$ cat src/rtl/usbfs_debug_uart_arbiter.sv
// usbfs_debug_uart_arbiter
// Shares one debug UART TX byte port among NREQ message sources. Arbitration
// is round-robin and message-atomic. Each granted message is framed on the
// wire as <tag> ':' <payload...> LF, where tag = TAG_BASE + requester index.
// A payload that stalls for TIMEOUT idle cycles is cut short with '~' LF.
//
// Ports:
//   clk        system clock
//   rstn       asynchronous active-low reset
//   req_data   payload byte of requester i at bits [8i+7:8i]
//   req_valid  requester i presents a byte
//   req_last   requester i's byte is the last of its message
//   req_ready  requester i's byte is accepted this cycle (valid & ready)
//   tx_data    byte offered to the UART TX buffer
//   tx_en      tx_data is valid
//   tx_rdy     UART TX buffer accepts a byte (transfer = tx_en & tx_rdy)
//   grant      one-hot current owner, zero when idle
//   busy       arbiter is inside a message (not idle)
module usbfs_debug_uart_arbiter #(
  parameter int         NREQ     = 2,
  parameter int         TIMEOUT  = 65535,
  parameter logic [7:0] TAG_BASE = 8'h41
) (
  input  logic              clk,
  input  logic              rstn,
  input  logic [8*NREQ-1:0] req_data,
  input  logic [NREQ-1:0]   req_valid,
  input  logic [NREQ-1:0]   req_last,
  output logic [NREQ-1:0]   req_ready,
  output logic [7:0]        tx_data,
  output logic              tx_en,
  input  logic              tx_rdy,
  output logic [NREQ-1:0]   grant,
  output logic              busy
);

  localparam int IDXW = (NREQ > 1) ? $clog2(NREQ) : 1;
  localparam int CW   = (TIMEOUT > 0) ? $clog2(TIMEOUT + 1) : 1;
  localparam bit TO_EN = (TIMEOUT != 0);
  // The jump to TRUNC is taken on the idle cycle that brings the count to TIMEOUT.
  localparam logic [CW-1:0] TLIM = TO_EN ? CW'(TIMEOUT - 1) : '0;

  typedef enum logic [2:0] {
    S_IDLE, S_TAG, S_SEP, S_DATA, S_TRUNC, S_EOL
  } state_t;

  state_t          state, state_nxt;
  logic [IDXW-1:0] idx, rr_ptr, win, ptr_inc;
  logic [CW-1:0]   tcnt;
  logic [7:0]      req_bytes [NREQ];
  logic            any_valid, cur_valid, cur_last, data_xfer;

  // First valid requester found scanning ptr, ptr+1, ... modulo NREQ.
  function automatic logic [IDXW-1:0] pick_winner(input logic [NREQ-1:0] valid,
                                                  input logic [IDXW-1:0] ptr);
    logic [IDXW-1:0] w;
    logic            found;
    int              c;
    w     = '0;
    found = 1'b0;
    for (int i = 0; i < NREQ; i++) begin
      c = (int'(ptr) + i) % NREQ;
      if (!found && valid[IDXW'(c)]) begin
        found = 1'b1;
        w     = IDXW'(c);
      end
    end
    return w;
  endfunction

  for (genvar g = 0; g < NREQ; g++) begin : g_bytes
    assign req_bytes[g] = req_data[8*g +: 8];
  end

  assign any_valid = |req_valid;
  assign cur_valid = req_valid[idx];
  assign cur_last  = req_last[idx];
  assign data_xfer = cur_valid & tx_rdy;
  assign ptr_inc   = IDXW'((int'(idx) + 1) % NREQ);
  assign win       = pick_winner(req_valid, rr_ptr);
  assign busy      = (state != S_IDLE);

  // State register.
  always_ff @(posedge clk or negedge rstn) begin
    if (!rstn) state <= S_IDLE;
    else       state <= state_nxt;
  end

  // Next-state logic: emitting states only move on when the UART takes the byte.
  always_comb begin
    state_nxt = state;
    case (state)
      S_IDLE:  if (any_valid) state_nxt = S_TAG;
      S_TAG:   if (tx_rdy)    state_nxt = S_SEP;
      S_SEP:   if (tx_rdy)    state_nxt = S_DATA;
      S_DATA: begin
        if (data_xfer && cur_last)
          state_nxt = S_EOL;
        else if (TO_EN && !cur_valid && (tcnt == TLIM))
          state_nxt = S_TRUNC;
      end
      S_TRUNC: if (tx_rdy)    state_nxt = S_EOL;
      S_EOL:   if (tx_rdy)    state_nxt = S_IDLE;
      default:                state_nxt = S_IDLE;
    endcase
  end

  // Owner bookkeeping and the payload idle counter. The counter only runs
  // inside DATA, so it is already clear on every entry to DATA.
  always_ff @(posedge clk or negedge rstn) begin
    if (!rstn) begin
      idx    <= '0;
      rr_ptr <= '0;
      grant  <= '0;
      tcnt   <= '0;
    end else begin
      if (state == S_IDLE && any_valid) begin
        idx   <= win;
        grant <= NREQ'(1) << win;
      end
      if (state == S_EOL && tx_rdy) begin
        rr_ptr <= ptr_inc;
        grant  <= '0;
      end
      if (state == S_DATA && !cur_valid) begin
        if (tcnt != '1) tcnt <= tcnt + 1'b1;
      end else begin
        tcnt <= '0;
      end
    end
  end

  // Output logic: DATA is a combinational pass-through of the owner's stream.
  always_comb begin
    tx_en     = 1'b0;
    tx_data   = 8'h00;
    req_ready = '0;
    case (state)
      S_TAG: begin
        tx_en   = 1'b1;
        tx_data = TAG_BASE + 8'(idx);
      end
      S_SEP: begin
        tx_en   = 1'b1;
        tx_data = 8'h3A;
      end
      S_DATA: begin
        tx_en          = cur_valid;
        tx_data        = req_bytes[idx];
        req_ready[idx] = tx_rdy;
      end
      S_TRUNC: begin
        tx_en   = 1'b1;
        tx_data = 8'h7E;
      end
      S_EOL: begin
        tx_en   = 1'b1;
        tx_data = 8'h0A;
      end
      default: ;
    endcase
  end

endmodule

$ cat config.mk
export PLATFORM = sky130hd
export DESIGN_NAME = usbfs_debug_uart_arbiter
export DESIGN_NICKNAME = d
export VERILOG_FILES = /design/src/rtl/usbfs_debug_uart_arbiter.sv
export SDC_FILE = /design/constraint.sdc
export NUM_CORES = 1
export LEC_CHECK = 0
export BUFFER_PORTS_ARGS = -buffer_cell sky130_fd_sc_hd__buf_2
export CORE_MARGIN = 5
export CORE_UTILIZATION = 55
export CTS_CLUSTER_DIAMETER = 50
export DETAILED_ROUTE_END_ITERATION = 8
export GPL_ROUTABILITY_DRIVEN = 0
export HOLD_SLACK_MARGIN = 0.06
export PLACE_DENSITY = 0.82
export SLEW_MARGIN = 30
export SYNTH_ARGS = -nofsm -noshare
export SYNTH_HDL_FRONTEND = slang
export SYNTH_SLANG_ARGS = --single-unit
$ cat constraint.sdc
create_clock -name clk -period 5.5 [get_ports clk]
set_clock_uncertainty 0.05 [all_clocks]
set_input_delay 1.375 -clock clk [delete_from_list [all_inputs] [get_ports clk]]
set_output_delay 1.375 -clock clk [all_outputs]
set_load 0.03 [all_outputs]
After elaboration in Yosys (flattened, before gate mapping)
Index checks and enable logic that the tools add are counted.
Widths: inputs -> output; s select.
{"block": "word_totals", "register_bits": 23, "input_bits": 23, "output_inout_bits": 14, "elab_cells": 78}
{"block": "classes", "add_sub_neg": 4, "order_cmp": 5, "eq_ne": 14, "n_shift": 1, "muxes": 31, "bitwise": 3, "reduce_logical": 15}
{"op": "$pmux 8 s5", "n": 1}
{"op": "$mux 16", "n": 2}
{"op": "$mux 8", "n": 3}
{"op": "$mux 3", "n": 7}
{"op": "$pmux 3 s6", "n": 1}
{"op": "$add 16x1->16 const B", "n": 1}
{"op": "$eq 16x16->1 const B", "n": 1}
{"op": "$ne 16x16->1 const B", "n": 1}
{"op": "$mux 1", "n": 12}
{"op": "$ne 2x2->1 const B", "n": 5}
{"op": "$add 7x1->8 const A", "n": 1}
{"op": "$logic_and 1x1->1", "n": 7}
{"op": "$eq 3x2->1 const B", "n": 2}
{"op": "$eq 3x3->1 const B", "n": 2}
{"op": "$lt 1x3->1 const B", "n": 2}
{"op": "$mux 2", "n": 3}
{"op": "$reduce_and 6->1", "n": 1}
{"op": "$reduce_or 4->1", "n": 1}
{"op": "$eq 3x1->1 const B", "n": 1}
{"op": "$logic_not 3->1", "n": 1}
{"op": "$ne 3x3->1 const B", "n": 1}
{"op": "$reduce_bool 3->1", "n": 1}
{"op": "$add 1x1->1 const B", "n": 2}
{"op": "$and 2x2->2", "n": 1}
{"op": "12 further kinds", "n": 13}

Longest topological paths before layout
Gate-level depths: netlist (run 1).
{"block": "depth", "ltp_word": 10, "ltp_mapped": 8, "ltp_nobuf": 6}

Worst setup path after synthesis (run 1)
Ideal clock, no wire load.
{"block": "synth_timing", "path_kind": "in2out", "from": "input port tx_rdy", "to": "output port req_ready[0]", "arrival_time_ns": 2.359, "slack_ns": 1.716, "path_stages": 2, "cell_sequence": "clkbuf_1 > nor3b_1"}
{"block": "synth_via", "elab_chain_len": 2}
{"item": "start, declared", "line": "32", "rtl": "input logic tx_rdy,"}
{"item": "$and 2x2->2 (no source line)"}
{"item": "$mux 2", "line": "138", "rtl": "case (state)"}
{"item": "end, declared", "line": "29", "rtl": "output logic [NREQ-1:0] req_ready,"}
Every way passes these cells.

Worst setup path after layout (run 1)
{"block": "layout_timing", "from": "register state[1]", "to": "output port tx_data[0]"}
{"block": "layout_via", "elab_chain_len": 2}
{"item": "start, declared", "line": "47", "rtl": "state_t state, state_nxt;"}
{"item": "start signal, assigned", "line": "86", "rtl": "else state <= state_nxt;"}
{"item": "$eq 3x3->1, or another cell as far along", "line": "138"}
{"item": "$pmux 8 s5 (*)", "line": "138"}
{"item": "end, declared", "line": "30", "rtl": "output logic [7:0] tx_data,"}
Mark *: on every way between the ends. The rest lies on a longest branch, timed or not.

==> flow_metrics.env, run 1 <==
export IMPL_p_leak_nw=0.800
export IMPL_finalPower_mw=0.719
export IMPL_synth_area_mm2=0.00162
export IMPL_synthArstFlopShare_pct=100
export IMPL_required_ns=4.07
export IMPL_clock_path_buffers=2
export IMPL_grt_max_degree=24
export IMPL_yosys_area_share_adder_pct=2.32
export IMPL_regArea_um2=576
export IMPL_first_pass_iters=5
export IMPL_drtAntennaViolNets=0
export IMPL_nets=242
export IMPL_synth_flop_cell="dfrtp_1"
export IMPL_setup_violations=0
export IMPL_crit_path_max_fanout=13
export IMPL_yosysTopAreaCellShare_pct=35.6
export IMPL_yosysWarnings=0
export IMPL_synth_top_area_cell="dfrtp_1"
export IMPL_via_per_inst=6.50
export IMPL_synth_area_top_cells="dfrtp_1 36%, mux2i_1 6.2%, a21oi_1 4.0%"
export IMPL_fmax_mhz=267
export IMPL_synth_xor_area_share_pct=0
export IMPL_setup_slack_ns=1.75
export IMPL_status="completed"
export IMPL_cts_setup_buffers=0
export IMPL_final_setup_tns_ns=0
export IMPL_hp_class="reg -> reg"
export IMPL_multi_input_comb_area_um2=971
export IMPL_num_antenna_cells=0
export IMPL_slew_violations=0
export IMPL_finalHoldViolations=0
export IMPL_root_buffer="clkbuf_4"
export IMPL_start_util_pct=58.2
export IMPL_ioPinCount=37
export IMPL_relSlewSlack_pct=55.5
export IMPL_numCtsBuffers=3
export IMPL_final_area_mm2=0.00182
export IMPL_met1_usage_pct=25.4
export IMPL_rows=19
export IMPL_synthMuxAreaShare_pct=7.12
export IMPL_design_die_area_mm2=0.00413
export IMPL_portBuffers=36
export IMPL_synth_compound_area_share_pct=22.8
export IMPL_grt_first_pass_wirelength_um=7070
export IMPL_busiest_layer="met2"
export IMPL_crit_type="reg -> out"
export IMPL_crit_arrival_ns=2.32
export IMPL_peakVddDrop_mv=0.391
export IMPL_post_place_ws_ns=1.86
export IMPL_area_growth_pct=12.7
export IMPL_antenna_found_initial=0
export IMPL_grt_total_usage_pct=20.9
export IMPL_yosys_register_bits=23
export IMPL_core_mm2=0.00278
export IMPL_drc=0
export IMPL_path_clk_slew_ns=0.14
export IMPL_ctsHtreeMaxLevel=1
export IMPL_met2_usage_pct=36.9
export IMPL_synth_common_cells="23 x dfrtp_1, 14 x nor2_1, 13 x a21oi_1, 13 x nand2_1, 10 x mux2i_1"
export IMPL_cts_resized=0
export IMPL_routed_wl_um=4250
export IMPL_grt_pass1_vias=1543
export IMPL_overflow=0
export IMPL_hpwl_um=3180
export IMPL_globalRouteMet3Util_pct=4.55
export IMPL_drive_gt1_share_pct=22.8
export IMPL_start_kind="flip-flop"
export IMPL_clkLatencyLatePin_ns=0.33
export IMPL_tightest_slew_ns=0.667
export IMPL_syn_instance_count=184
export IMPL_clock_sinks=23
export IMPL_dpl_cell_area_mm2=0.00180
export IMPL_synth_most_common_cell="dfrtp_1"
export IMPL_syn_nets=210
export IMPL_wire_per_inst_um=17.3
export IMPL_synth_top_family_by_area="simple AND/OR/NAND/NOR gates"
export IMPL_synth_edf_count=0
export IMPL_vias=1598
export IMPL_synth_seq_area_share_pct=35.6
export IMPL_dr_first_iter_drc_count=128
export IMPL_synth_avg_cell_area_um2=8.79
export IMPL_fin_crit_ns=3.75
export IMPL_fillers=216
export IMPL_synthSimpleGateAreaFrac_pct=27.8
export IMPL_die_w_um=64.2
export IMPL_fin_crit_sh_pct=68.1
export IMPL_p_per_area_mw_per_mm2=394
export IMPL_cts_tree="done"
export IMPL_hold_buffers=0
export IMPL_cap_violations=0
export IMPL_end_kind="primary output"
export IMPL_synth_cell_types=52
export IMPL_die_y_um=64.2
export IMPL_rsz0062_at_grt="no"
==> stage by stage <==
| stage | cells | hold WS (ns) | utilization (%) |
|---|---|---|---|
| final | 246 | 0.487 | 65.5 |
| after global routing | 246 | 0.527 | 65.5 |
| after CTS | 246 | 0.487 | 65.5 |
| after detailed placement | 242 | 0.463 | 64.6 |
| after global placement | 242 | 0.428 | 64.6 |
| after floorplan | 184 | 0.401 | - |
==> path summary, 6_finish.rpt <==
check | start | endpoint | slack [ns] | cells past startpoint
setup / recovery | state[1]$_DFFE_PN0P_ | tx_data[0] | 1.75 | 7
hold / removal | tcnt[6]$_DFFE_PN0P_ | tcnt[6]$_DFFE_PN0P_ | 0.49 | 1
setup reg to reg | idx$_DFFE_PN0P_ | tcnt[14]$_DFFE_PN0P_ | 3.18 | 3
hold reg to reg | tcnt[6]$_DFFE_PN0P_ | tcnt[6]$_DFFE_PN0P_ | 0.49 | 1
max in group asynchronous | rstn | idx$_DFFE_PN0P_ | 4.11 | 1
min in group asynchronous | rstn | tcnt[10]$_DFFE_PN0P_ | 0.94 | 1
==> layout make-up <==
class                   instances  share of cell area (%)
multi-input cells             144                    53.3
flip-flops and latches         23                    31.6
repair buffers                 36                    9.88
well taps                      31                    2.13
inverters                       8                    1.65
clock buffers                   3                    1.24
clock inverters                 1                   0.275
==> registers in the layout, indices dropped and copies added (netlist names) <==
name,flops
rr_ptr,1
state,3
grant,2
idx,1
tcnt,16
==> where the power goes <==
part	internal [mW]	switching, mW	total, mW	leakage (nW)
clock network	0.0273	0.0554	0.0827	0.0177
registers	0.194	0.0531	0.247	0.308
logic	0.127	0.262	0.389	0.475
==> routing by layer <==
| metal | wire (µm) | vias up |
|---|---|---|
| li1 | - | 764 |
| met1 | 1710 | 761 |
| met2 | 2240 | 63 |
| met3 | 234 | 10 |
| met4 | 67 | 0 |
| met5 | 0 | - |
==> cells in the final DEF (no fill, tap or decap), types with 2 or more instances in the layout <==
cell type,n
inv_1,8
a211oi_1,4
clkbuf_4,3
nor2_1,14
or4_1,3
mux2i_1,10
o311ai_0,2
nand2_1,13
o32ai_1,2
or3_1,5
a21oi_1,13
nand3_2,2
buf_2,36
nand4_1,2
nand4_4,2
o21ai_0,7
nand2b_1,4
nor3_1,7
and3_1,6
o41ai_1,2
nand3_1,7
ha_1,3
a21boi_0,2
o31ai_1,5
dfrtp_1,23
a31oi_1,4
==> cells by family after synthesis <==
family	Yosys count
AND/OR/NAND/NOR	76
multiplexers	11
adder cells (fa/ha/maj)	3
flip-flops	23
buffers and inverters	17
AO/OA/AOI/OAI	54
==> worst max-delay path: stages, from the launching register on <==
cell	delay [ns]
dfrtp_1	0.62
inv_1	0.16
ha_1	0.45
nand2b_1	0.19
a21oi_1	0.15
a41oi_1	0.06
nor2_1	0.14
buf_2	0.22
(Power assumes the default switching activity.)
==> inputs of run 2 (changes only) <==
CORE_UTILIZATION = 54   (was 55)
PLACE_DENSITY = 0.81   (was 0.82)
clock period = 3.95 ns   (was 5.5 ns; I/O delays follow)
==> run 2 against run 1 <==
Against the previous run:
- global-route usage down 2.3 points
- final area about the same
- highest routed layer unchanged
- worst setup slack worse by 1.1 ns
- sequential share of layout area about the same
- total power up 38%
- sequential cell count unchanged
- die area up 1.6%
- sequential power up 38%
- non-clock buffer count unchanged
- register-to-register slack worse by 1.4 ns
- clock power up 35%
- final cell count unchanged
==> flow_metrics.env, run 2 (synthesis results as in run 1) <==
export IMPL_status="completed"
export IMPL_crit_arrival_ns=2.28
export IMPL_r2r_slack_ns=1.76
export IMPL_vias=1571
export IMPL_crit_path_max_fanout=13
export IMPL_p_leak_nw=0.798
export IMPL_clkLatencyLatePin_ns=0.32
export IMPL_min_to="rr_ptr$_DFFE_PN0P_"
export IMPL_clock_sinks=23
export IMPL_overflow=0
export IMPL_dpl_cell_count=242
export IMPL_via_per_inst=6.39
export IMPL_drive_gt1_share_pct=22.3
export IMPL_grt_pass1_vias=1456
export IMPL_clkPwrFrac_pct=11.3
export IMPL_hold_path_startpoint="rr_ptr$_DFFE_PN0P_"
export IMPL_num_antenna_cells=0
export IMPL_clock_path_buffers=2
export IMPL_largest_register="tcnt"
export IMPL_r2r_end="tcnt[6]$_DFFE_PN0P_"
export IMPL_relSlewSlack_pct=53.9
export IMPL_required_ns=2.91
export IMPL_dr_first_iter_drc_count=70
export IMPL_final_cell_mix="36 x buf_2, 23 x dfrtp_1, 14 x nor2_1"
export IMPL_hp_class="reg -> reg"
export IMPL_ctsHtreeMaxLevel=1
export IMPL_power_frac_comb_pct=54.1
export IMPL_root_buffer="clkbuf_4"
export IMPL_start_kind="flip-flop"
export IMPL_end_kind="primary output"
export IMPL_drtAntennaViolNets=0
export IMPL_cap_violations=0
export IMPL_rsz0062_at_grt="no"
export IMPL_p_per_area_mw_per_mm2=543
export IMPL_start_util_pct=57.7
export IMPL_fin_crit_sh_pct=84.0
export IMPL_design_die_area_mm2=0.00419
export IMPL_hold_buffers=0
export IMPL_numCtsBuffers=3
export IMPL_finalHoldViolations=0
export IMPL_finish_utilization_pct=64.9
export IMPL_finalNonFillerCells=246
export IMPL_fmax_mhz=301
export IMPL_core_mm2=0.00281
export IMPL_fin_crit_ns=3.32
export IMPL_pwr_share_seq_pct=34.5
export IMPL_hpwl_um=2930
export IMPL_holdPathStages=2
export IMPL_final_common_cell="buf_2"
export IMPL_largest_reg_flops=16
export IMPL_p_int_mw=0.485
export IMPL_fillers=247
export IMPL_portBuffers=36
export IMPL_peakVddDrop_mv=0.382
export IMPL_antenna_found_initial=0
export IMPL_cts_tree="done"
export IMPL_ioPinCount=37
export IMPL_top_regs="tcnt: 16 flops, state: 3 flops, grant: 2 flops"
export IMPL_slew_violations=0
export IMPL_r2r_cells=3
export IMPL_tightest_slew_ns=0.692
export IMPL_rows=19
export IMPL_cts_resized=0
export IMPL_path_clk_slew_ns=0.13
export IMPL_routed_wl_um=3870
export IMPL_drc=0
export IMPL_grt_total_usage_pct=18.5
export IMPL_r2r_start="idx$_DFFE_PN0P_"
export IMPL_holdWs_ns=0.464
export IMPL_first_pass_iters=4
export IMPL_nets=242
export IMPL_grt_max_degree=24
export IMPL_swShare_pct=50.9
export IMPL_area_growth_pct=12.6
export IMPL_grt_first_pass_wirelength_um=6310
export IMPL_die_y_um=64.7
export IMPL_final_setup_tns_ns=0
export IMPL_crit_type="reg -> out"
export IMPL_setup_violations=0
export IMPL_cts_setup_buffers=0
export IMPL_die_w_um=64.7
export IMPL_wire_per_inst_um=15.7
export IMPL_power_switching_mw=0.504
-- run 2: changes by cell type in the layout (fill, tap and decap cells not counted), sizes merged --
cell    previous run  this run
clkbuf             3         4
clkinv             1         0
-- run 2: worst max path at each step --
| stage | end | start | slack [ns] | cells past startpoint |
|---|---|---|---|---|
| after detailed placement | tx_data[0] | state[1]$_DFFE_PN0P_ | 1.02 | 7 |
| after global routing | tx_data[0] | state[1]$_DFFE_PN0P_ | 0.49 | 7 |
| after CTS | tx_data[0] | state[1]$_DFFE_PN0P_ | 0.65 | 7 |
| final | tx_data[0] | state[1]$_DFFE_PN0P_ | 0.63 | 7 |
| after global placement | tx_en | req_valid[0] | 1.11 | 5 |
| after floorplan | tx_data[6] | state[1]$_DFFE_PN0P_ | 0.84 | 5 |
-- run 2: power groups by stage --
| stage | Combinational [mW] | Clock [mW] | Sequential (mW) |
|---|---|---|---|
| global route | 0.583 | 0.125 | 0.351 |
| finish | 0.536 | 0.112 | 0.342 |
| CTS | 0.536 | 0.115 | 0.341 |
| detailed placement | 0.535 | 0 | 0.346 |
| global placement | 0.515 | 0 | 0.341 |
| floorplan | 0.415 | 0 | 0.322 |
-- run 2: layout make-up --
cell class | instances | area, µm² | area share (%)
Inverter | 8 | 30.0 | 1.65
Sequential cell | 23 | 576 | 31.6
Clock buffer | 4 | 26.3 | 1.44
Timing Repair Buffer | 36 | 180 | 9.89
Tap cell | 31 | 38.8 | 2.13
Multi-Input combinational cell | 144 | 971 | 53.3
-- run 2: routing by layer --
| layer | vias to the layer above | wire length, µm | share of wire, % | track usage (%) |
|---|---|---|---|---|
| li1 | 766 | - | - | - |
| met1 | 740 | 1620 | 42 | 22.0 |
| met2 | 62 | 2020 | 52 | 34.1 |
| met3 | 3 | 220 | 5.7 | 4.32 |
| met4 | 0 | 19 | 0.49 | 3.43 |
| met5 | - | 0 | 0 | 0 |
-- run 2: stage by stage --
| stage | total power, mW | setup slack (ns) | instance area (µm²) |
|---|---|---|---|
| detailed placement | 0.881 | 1.02 | 1800 |
| finish | 0.989 | 0.632 | 1820 |
| CTS | 0.992 | 0.647 | 1820 |
| global route | 1.06 | 0.494 | 1820 |
| global placement | 0.856 | 1.11 | 1800 |
| floorplan | 0.737 | 0.840 | 1620 |
-- run 2: critical path, cell delays in order (launching register included) --
cell and delay, ns:
dfrtp_1 0.61, inv_1 0.15, ha_1 0.44, nand2b_1 0.19, a21oi_1 0.17, a41oi_1 0.07, nor2_1 0.12, buf_2 0.21
